**config.mk**
```make
export PLATFORM = sky130hd
export DESIGN_NAME = pwm_meas
export DESIGN_NICKNAME = d
export VERILOG_FILES = /design/src/rtl/pwm_meas.sv
export SDC_FILE = /design/constraint.sdc
export NUM_CORES = 2
export LEC_CHECK = 0
export BUFFER_PORTS_ARGS = -buffer_cell sky130_fd_sc_hd__buf_2
export CAP_MARGIN = 20
export CORE_MARGIN = 8
export CORE_UTILIZATION = 30
export CTS_CLUSTER_DIAMETER = 40
export DETAILED_ROUTE_END_ITERATION = 7
export GPL_ROUTABILITY_DRIVEN = 0
export PLACE_DENSITY = 0.5
export SLEW_MARGIN = 20
export SYNTH_ARGS = -nofsm -noshare
export SYNTH_HDL_FRONTEND = slang
export SYNTH_SLANG_ARGS = --single-unit
```
**constraint.sdc**
```tcl
create_clock -name clk -period 28.5 [get_ports clk]
set_input_delay 1.425 -clock clk [delete_from_list [all_inputs] [get_ports clk]]
set_output_delay 1.425 -clock clk [all_outputs]
set_load 0.02 [all_outputs]
```
**src/rtl/pwm_meas.sv**
```systemverilog
// pwm_meas: multi-channel PWM capture of active width and period, with no-edge timeout.
// Defining PWM_MEAS_GLITCH_FLT_EN adds a per-channel stability filter of FLT_LEN cycles.
module pwm_meas #(
   parameter int CH_NUM  = 6,
   parameter int CNT_W   = 32,
   parameter int FLT_LEN = 4
) (
   input  logic                    clk,
   input  logic                    rst,
   input  logic [CH_NUM-1:0]       meas_en,
   input  logic [CH_NUM-1:0]       meas_polar,
   input  logic [CNT_W-1:0]        meas_timeout,
   input  logic [CH_NUM-1:0]       pwm_in,
   output logic [CH_NUM*CNT_W-1:0] meas_width,
   output logic [CH_NUM*CNT_W-1:0] meas_period,
   output logic [CH_NUM-1:0]       meas_vld,
   output logic [CH_NUM-1:0]       meas_to
);

   typedef enum logic [1:0] {ST_IDLE, ST_WAIT_EDGE, ST_ACT, ST_INACT} state_t;

   function automatic logic [CNT_W-1:0] sat_inc(input logic [CNT_W-1:0] v);
      return (v == '1) ? v : v + 1'b1;
   endfunction

   logic w_to_en;
   assign w_to_en = (meas_timeout != '0);

   // FLT_LEN only shapes the filter; a non-positive value is meaningless either way.
   if (FLT_LEN < 1) begin : g_flt_len_invalid
   end

   for (genvar gi = 0; gi < CH_NUM; gi++) begin : g_ch
      logic             r_sync1;
      logic             r_sync2;
      logic             r_sd;
      logic             r_pend;
      logic             r_vld;
      logic             r_to;
      logic [CNT_W-1:0] r_act;
      logic [CNT_W-1:0] r_per;
      logic [CNT_W-1:0] r_width;
      logic [CNT_W-1:0] r_period;
      state_t           r_state;
      logic             w_line;
      logic             w_s;
      logic             w_rise;
      logic             w_fall;
      logic             w_tmo;

`ifdef PWM_MEAS_GLITCH_FLT_EN
      localparam int FC_W = $clog2(FLT_LEN + 1);
      logic            r_filt;
      logic [FC_W-1:0] r_fcnt;

      // Follow the synchronized line only after it has disagreed for FLT_LEN straight cycles.
      always_ff @(posedge clk or posedge rst) begin
         if (rst) begin
            r_filt <= 1'b0;
            r_fcnt <= '0;
         end else if (r_sync2 == r_filt) begin
            r_fcnt <= '0;
         end else if (r_fcnt == FC_W'(FLT_LEN - 1)) begin
            r_filt <= r_sync2;
            r_fcnt <= '0;
         end else begin
            r_fcnt <= r_fcnt + 1'b1;
         end
      end

      assign w_line = r_filt;
`else
      assign w_line = r_sync2;
`endif

      assign w_s    = w_line ^ meas_polar[gi];
      assign w_rise = w_s & ~r_sd;
      assign w_fall = ~w_s & r_sd;
      assign w_tmo  = w_to_en && (r_per == meas_timeout);

      always_ff @(posedge clk or posedge rst) begin
         if (rst) begin
            r_sync1  <= 1'b0;
            r_sync2  <= 1'b0;
            r_sd     <= 1'b0;
            r_pend   <= 1'b0;
            r_vld    <= 1'b0;
            r_to     <= 1'b0;
            r_act    <= '0;
            r_per    <= '0;
            r_width  <= '0;
            r_period <= '0;
            r_state  <= ST_IDLE;
         end else begin
            r_sync1 <= pwm_in[gi];
            r_sync2 <= r_sync1;
            r_sd    <= w_s;
            r_vld   <= r_pend;
            r_pend  <= 1'b0;
            r_to    <= 1'b0;
            if (!meas_en[gi]) begin
               r_state <= ST_IDLE;
               r_act   <= '0;
               r_per   <= '0;
            end else begin
               case (r_state)
                  ST_IDLE: begin
                     r_state <= ST_WAIT_EDGE;
                     r_act   <= '0;
                     r_per   <= '0;
                  end
                  ST_WAIT_EDGE: begin
                     if (w_rise) begin
                        r_act   <= CNT_W'(1);
                        r_per   <= CNT_W'(1);
                        r_state <= ST_ACT;
                     end
                  end
                  ST_ACT: begin
                     if (w_tmo) begin
                        r_to    <= 1'b1;
                        r_act   <= '0;
                        r_per   <= '0;
                        r_state <= ST_WAIT_EDGE;
                     end else begin
                        r_per <= sat_inc(r_per);
                        if (w_s) begin
                           r_act <= sat_inc(r_act);
                        end
                        if (w_fall) begin
                           r_state <= ST_INACT;
                        end
                     end
                  end
                  ST_INACT: begin
                     // A rise landing on the timeout compare still closes the period normally.
                     if (w_rise) begin
                        r_width  <= r_act;
                        r_period <= r_per;
                        r_pend   <= 1'b1;
                        r_act    <= CNT_W'(1);
                        r_per    <= CNT_W'(1);
                        r_state  <= ST_ACT;
                     end else if (w_tmo) begin
                        r_to    <= 1'b1;
                        r_act   <= '0;
                        r_per   <= '0;
                        r_state <= ST_WAIT_EDGE;
                     end else begin
                        r_per <= sat_inc(r_per);
                     end
                  end
                  default: r_state <= ST_IDLE;
               endcase
            end
         end
      end

      assign meas_width[gi*CNT_W +: CNT_W]  = r_width;
      assign meas_period[gi*CNT_W +: CNT_W] = r_period;
      assign meas_vld[gi]                   = r_vld;
      assign meas_to[gi]                    = r_to;
   end

endmodule

```
* Yosys cells after proc, flatten, opt, wreduce, memory -nomap -nowiden
Index checks and enable logic that the tools add are counted. W data, S select, Z words.
Operators by class: add/subtract/negate cells 12, equal/unequal tests 66, multiplexer cells 162, bitwise gates (word level) 30, reduce and logical (&&, ||, !) cells 31
Operators with widths (number):
- $mux W32 | 66
- $pmux W32 S4 | 12
- $add A32 B1 Y32 const B | 12
- $eq A32 B32 Y1 const B | 12
- $eq A32 B32 Y1 | 6
- $ne A4 B4 Y1 const B | 24
- $mux W2 | 36
- $pmux W2 S4 | 6
- $mux W1 | 36
- $reduce_and A3 Y1 | 12
- $reduce_bool A32 Y1 | 1
- $eq A2 B2 Y1 const B | 12
- $reduce_and A4 Y1 | 6
- $ne A3 B3 Y1 const B | 6
- $and A1 B1 Y1 | 12
- $eq A2 B1 Y1 const B | 6
- $logic_not A2 Y1 | 6
- $not A1 Y1 | 12
- $pmux W1 S2 | 6
- $logic_and A1 B1 Y1 | 6
- $xor A1 B1 Y1 | 6
Word-level totals: flip-flop bits (word level) 816, input bits 52, output and inout port bits 396, word-level logic and storage cells 367

* Depth between registers and ports, before layout
depth in word-level cells 7, depth in mapped cells 11, gate-level depth less buffers 8

* Least setup slack after synthesis
No wires, ideal clock.
kind input -> register, start input port meas_timeout[6], end register g_ch[0].r_act[31], setup time 0.077 ns, arrival 3.537 ns, data required time 28.423 ns, slack 24.886 ns, stages 10, path buffers 3, cells stage by stage buf_2 xor2_1 nor4_2 nand4_1 or4_1 buf_6 o2bb2ai_4 buf_6 or3_1 a21oi_1
On the way: cells in the longest elaborated chain, start to end 5, elaborated cells between the ends (all ways) 10, those cells by class eq/ne: 4; mux: 3; reduce/logical: 3
Ends and longest elaborated chain:
- start: declaration | line 12 | input logic [CNT_W-1:0] meas_timeout,
- $eq A32 B32 Y1 / $reduce_bool A32 Y1 (equally long branches) | line 79, 27
- $logic_and A1 B1 Y1 (*) | line 79 | assign w_tmo = w_to_en && (r_per == meas_timeout);
- $mux W32 | line 120 | if (w_tmo) begin
- $pmux W32 S4 | line 106 | case (r_state)
- $mux W32 | line 101 | if (!meas_en[gi]) begin
- end signal: assignment | line 128 | r_act <= sat_inc(r_act);
- end: declaration | line 40 | logic [CNT_W-1:0] r_act;
Mark *: on every way between the ends. The rest lies on a longest branch, timed or not. A chain may end at the register's enable or synchronous reset.

* Worst setup path in the final report
start input port meas_timeout[2], end register g_ch[5].r_per[24]
On the way: cells in the longest elaborated chain, start to end 6, elaborated cells between the ends (all ways) 7, those cells by class eq/ne: 1; mux: 4; reduce/logical: 2
Ends and longest elaborated chain:
- $eq A32 B32 Y1 / $reduce_bool A32 Y1 (equally long branches) | line 79, 27
- $logic_and A1 B1 Y1 (*) | line 79
- $mux W32 (*) | line 120, 144
- $mux W32 | line 137 | if (w_rise) begin
- $pmux W32 S4 (*) | line 106
- $mux W32 (*) | line 101
- end signal: assignment | line 126 | r_per <= sat_inc(r_per);
- end signal: assignment | line 150 | r_per <= sat_inc(r_per);
- end: declaration | line 41 | logic [CNT_W-1:0] r_per;
Marked as above.

==> reports/results.txt <==
Status -> finished clean
Vias/cell -> 5.151
Final setup fails -> 0
Worst R2R Path Depth -> 7
Final ANT Viol Nets -> 0
Clock skew -> 0.02447 ns
DP Cell Count -> 5698
CP endpoint kind -> flop
CTS Buf Count -> 155
Non-Filler Instances -> 6003
Peak Freq -> 241.7 MHz
Flop2flop setup slack -> 24.73 ns
Top post-synthesis cells by count -> dfrtp_1 (816), mux2_2 (385), nor2_1 (297), xor2_1 (270), nand2_1 (208)
I/O Buffers -> 447
WP data required -> 29.13 ns
Die Y -> 379.2 microns
Slew margin rel. -> 23.88%
Avg Cell Area, Syn -> 10.77 sq um
Sink Count -> 816
Seq. cell area -> 20420 sq um
Area of the multi-input gates -> 17940 sq um
Setup bufs post-CTS -> 0
Yosys top cell area share -> 51.60%
Clock Tree Buf Depth -> 3
Final core occ -> 37.21%
I/O pin cnt -> 448
Area leader, netlist -> dfrtp_1
WHS -> 0.3352 ns
Setup tns final -> 0 ns
Vias in the first global route -> 30500
Final Power -> 3185 uW
Core area -> 131100 sq um
Register bit total from synthesis -> 816
EDFF count, synth -> 0
Hold EP -> g_ch[0].r_sync2
Site row count -> 133
TritonCTS clock tree -> done
Antenna violations before repair -> 34
Crit start category -> primary input
Routed WL -> 138200 microns
Final Hold Fails -> 0
Final nets -> 4164
Unrepaired setup endpoints after global routing -> no
HPWL Detailed -> 100500 microns
Crit-path max FO -> 32
Area Growth Syn to Fin -> 23.31%
GR Util All Layers -> 18.89%
Crit path DAT -> 4.77 ns
Cell count after synthesis -> 3676
Slew @ Worst Pin -> 1.131 ns
Worst min path class -> flop to flop
Die Wd -> 379.2 microns
Global-route wire length before repair -> 206000 microns
Count of TritonRoute iterations in the first routing pass -> 5
Fillers -> 13120
Pins Over Slew Limit -> 0
Netlist Area Pre-Place -> 39570 sq um
Drt drc -> 0
Synth Warn # -> 0
Initial Utilization -> 30.18%
Period utilization -> 14.52%
Largest net degree at the start of global routing -> 153
Fraction of layout instances using a drive strength above 1 -> 28.07%
Leak -> 0.02225 uW
Clock Root Buffer -> clkbuf_16
Top area cells in the synthesized netlist -> dfrtp_1 (52%), mux2_2 (11%), xor2_1 (6.0%)
CTS Hold Bufs -> 0
Max IR drop VDD -> 0.00005703 V
Reg2Reg Capture Point -> g_ch[5].r_per[24]
Max H-tree Level -> 4
Ys flop type -> dfrtp_1
Seq/Total Area, Yosys -> 51.60%
Latest clock arrival within the worst-skew pair -> 0.78 ns
Pwr dens -> 65.26 nW/um^2
Most frequent cell after synthesis -> dfrtp_1
Min-Delay Startpoint -> g_ch[0].r_sync1
DRT iter0 DRCs -> 2278
Yosys cell types -> 79
Max_cap viols -> 0
Post-cts repair resize count -> 0
Critical R2R Launch -> g_ch[5].r_per[2]
WS Path Type -> primary input to flop
Syn_nets -> 3740
Die area -> 143800 sq um
Hold path depth -> 0
Minimum clock period -> 4.138 ns
Ys async rst share -> 100.0%
Grt ovf -> 0
DR vias -> 30920
WL per Instance -> 23.03 microns
Reg clk slew, reported paths -> 0.06 ns
-- state kept, by name, summed over array words and instances (netlist names) --
name           count
g_ch.r_act       192
g_ch.r_pend        6
g_ch.r_per       192
g_ch.r_period    192
g_ch.r_sd          6
g_ch.r_state      12
g_ch.r_sync1       6
g_ch.r_sync2       6
g_ch.r_to          6
g_ch.r_vld         6
g_ch.r_width     192
-- stage by stage --
step | worst slack, ns | cell area, sq um
2_1_floorplan | 4.156 | 39570
3_3_place_gp | 23.09 | 43350
3_5_place_dp | 23.09 | 43370
4_1_cts | 23.94 | 48730
5_1_grt | 23.81 | 48750
6_report | 24.36 | 48800
-- power breakdown --
| group | switching, uW | total, uW | internal (uW) |
|---|---|---|---|
| combinational | 101 | 132 | 31.3 |
| sequential | 12.1 | 1180 | 1170 |
| clock | 684 | 1870 | 1190 |
-- layout make-up --
class                      count  area share [%]
timing repair buffer         489           5.266
tap                         1755           4.500
inverter                      68          0.5384
multi-input combinational   2570           36.76
sequential                   816           41.84
clock buffer                 192           8.623
antenna                       20          0.1026
clock inverter                93           2.367
-- worst max path at each step --
stage,start,endpoint,slack (ns),cells after the start
2_1_floorplan,rst,g_ch[0].r_act[0],4.16,1
3_3_place_gp,rst,g_ch[1].r_width[10],23.09,6
3_5_place_dp,rst,g_ch[1].r_act[8],23.09,6
4_1_cts,rst,g_ch[4].r_period[2],23.94,6
5_1_grt,rst,g_ch[4].r_period[4],23.81,6
6_report,meas_timeout[2],g_ch[5].r_per[24],24.36,8
-- metal layers --
| layer | vias up | wire length (microns) | track usage (%) |
|---|---|---|---|
| li1 | 14220 | - | - |
| met1 | 15430 | 58950 | 24.78 |
| met2 | 1012 | 61340 | 28.56 |
| met3 | 259 | 13780 | 7.259 |
| met4 | 6 | 4127 | 6.305 |
| met5 | - | 39 | 0 |
-- cell usage in the layout (no fill, tap or decap), types with 33 or more instances in the layout --
cell type / Yosys / routed
nand3_1: 149 / 149
dfrtp_1: 816 / 816
clkbuf_16: 0 / 155
o211ai_1: 37 / 37
and3_1: 62 / 61
mux2_2: 385 / 385
nor3_1: 77 / 76
xor2_1: 270 / 270
nor2_1: 297 / 288
and4_1: 33 / 33
buf_2: 39 / 448
inv_1: 68 / 67
xnor2_1: 128 / 128
or3_1: 77 / 77
a21oi_1: 127 / 127
o31ai_1: 43 / 43
nand4_1: 161 / 161
nand2_1: 208 / 208
or4_1: 62 / 62
buf_4: 22 / 38
o21ai_0: 132 / 131
nor4_1: 93 / 92
-- critical path: stages --
cell and delay [ns]:
buf_2 0.32, xnor2_1 0.17, nand4_1 0.12, nor4_1 0.97, and4_1 0.39, or2_1 0.74
buf_4 0.50, nor2_1 0.09
-- cell families (layout without fill, tap and decap cells) --
group                    count (synthesis)  count (layout)  synth area share [%]
AO/OA/AOI/OAI                          452             452                 7.190
XOR/XNOR                               398             398                 8.808
adder cells (fa/ha/maj)                 12              12                0.3794
buffers and inverters                  290             842                 3.298
flip-flops                             816             816                 51.60
multiplexers                           391             391                 11.11
other                                    0              20                     0
AND/OR/NAND/NOR                       1317            1317                 17.62
Power figures use the tool's default switching activity.
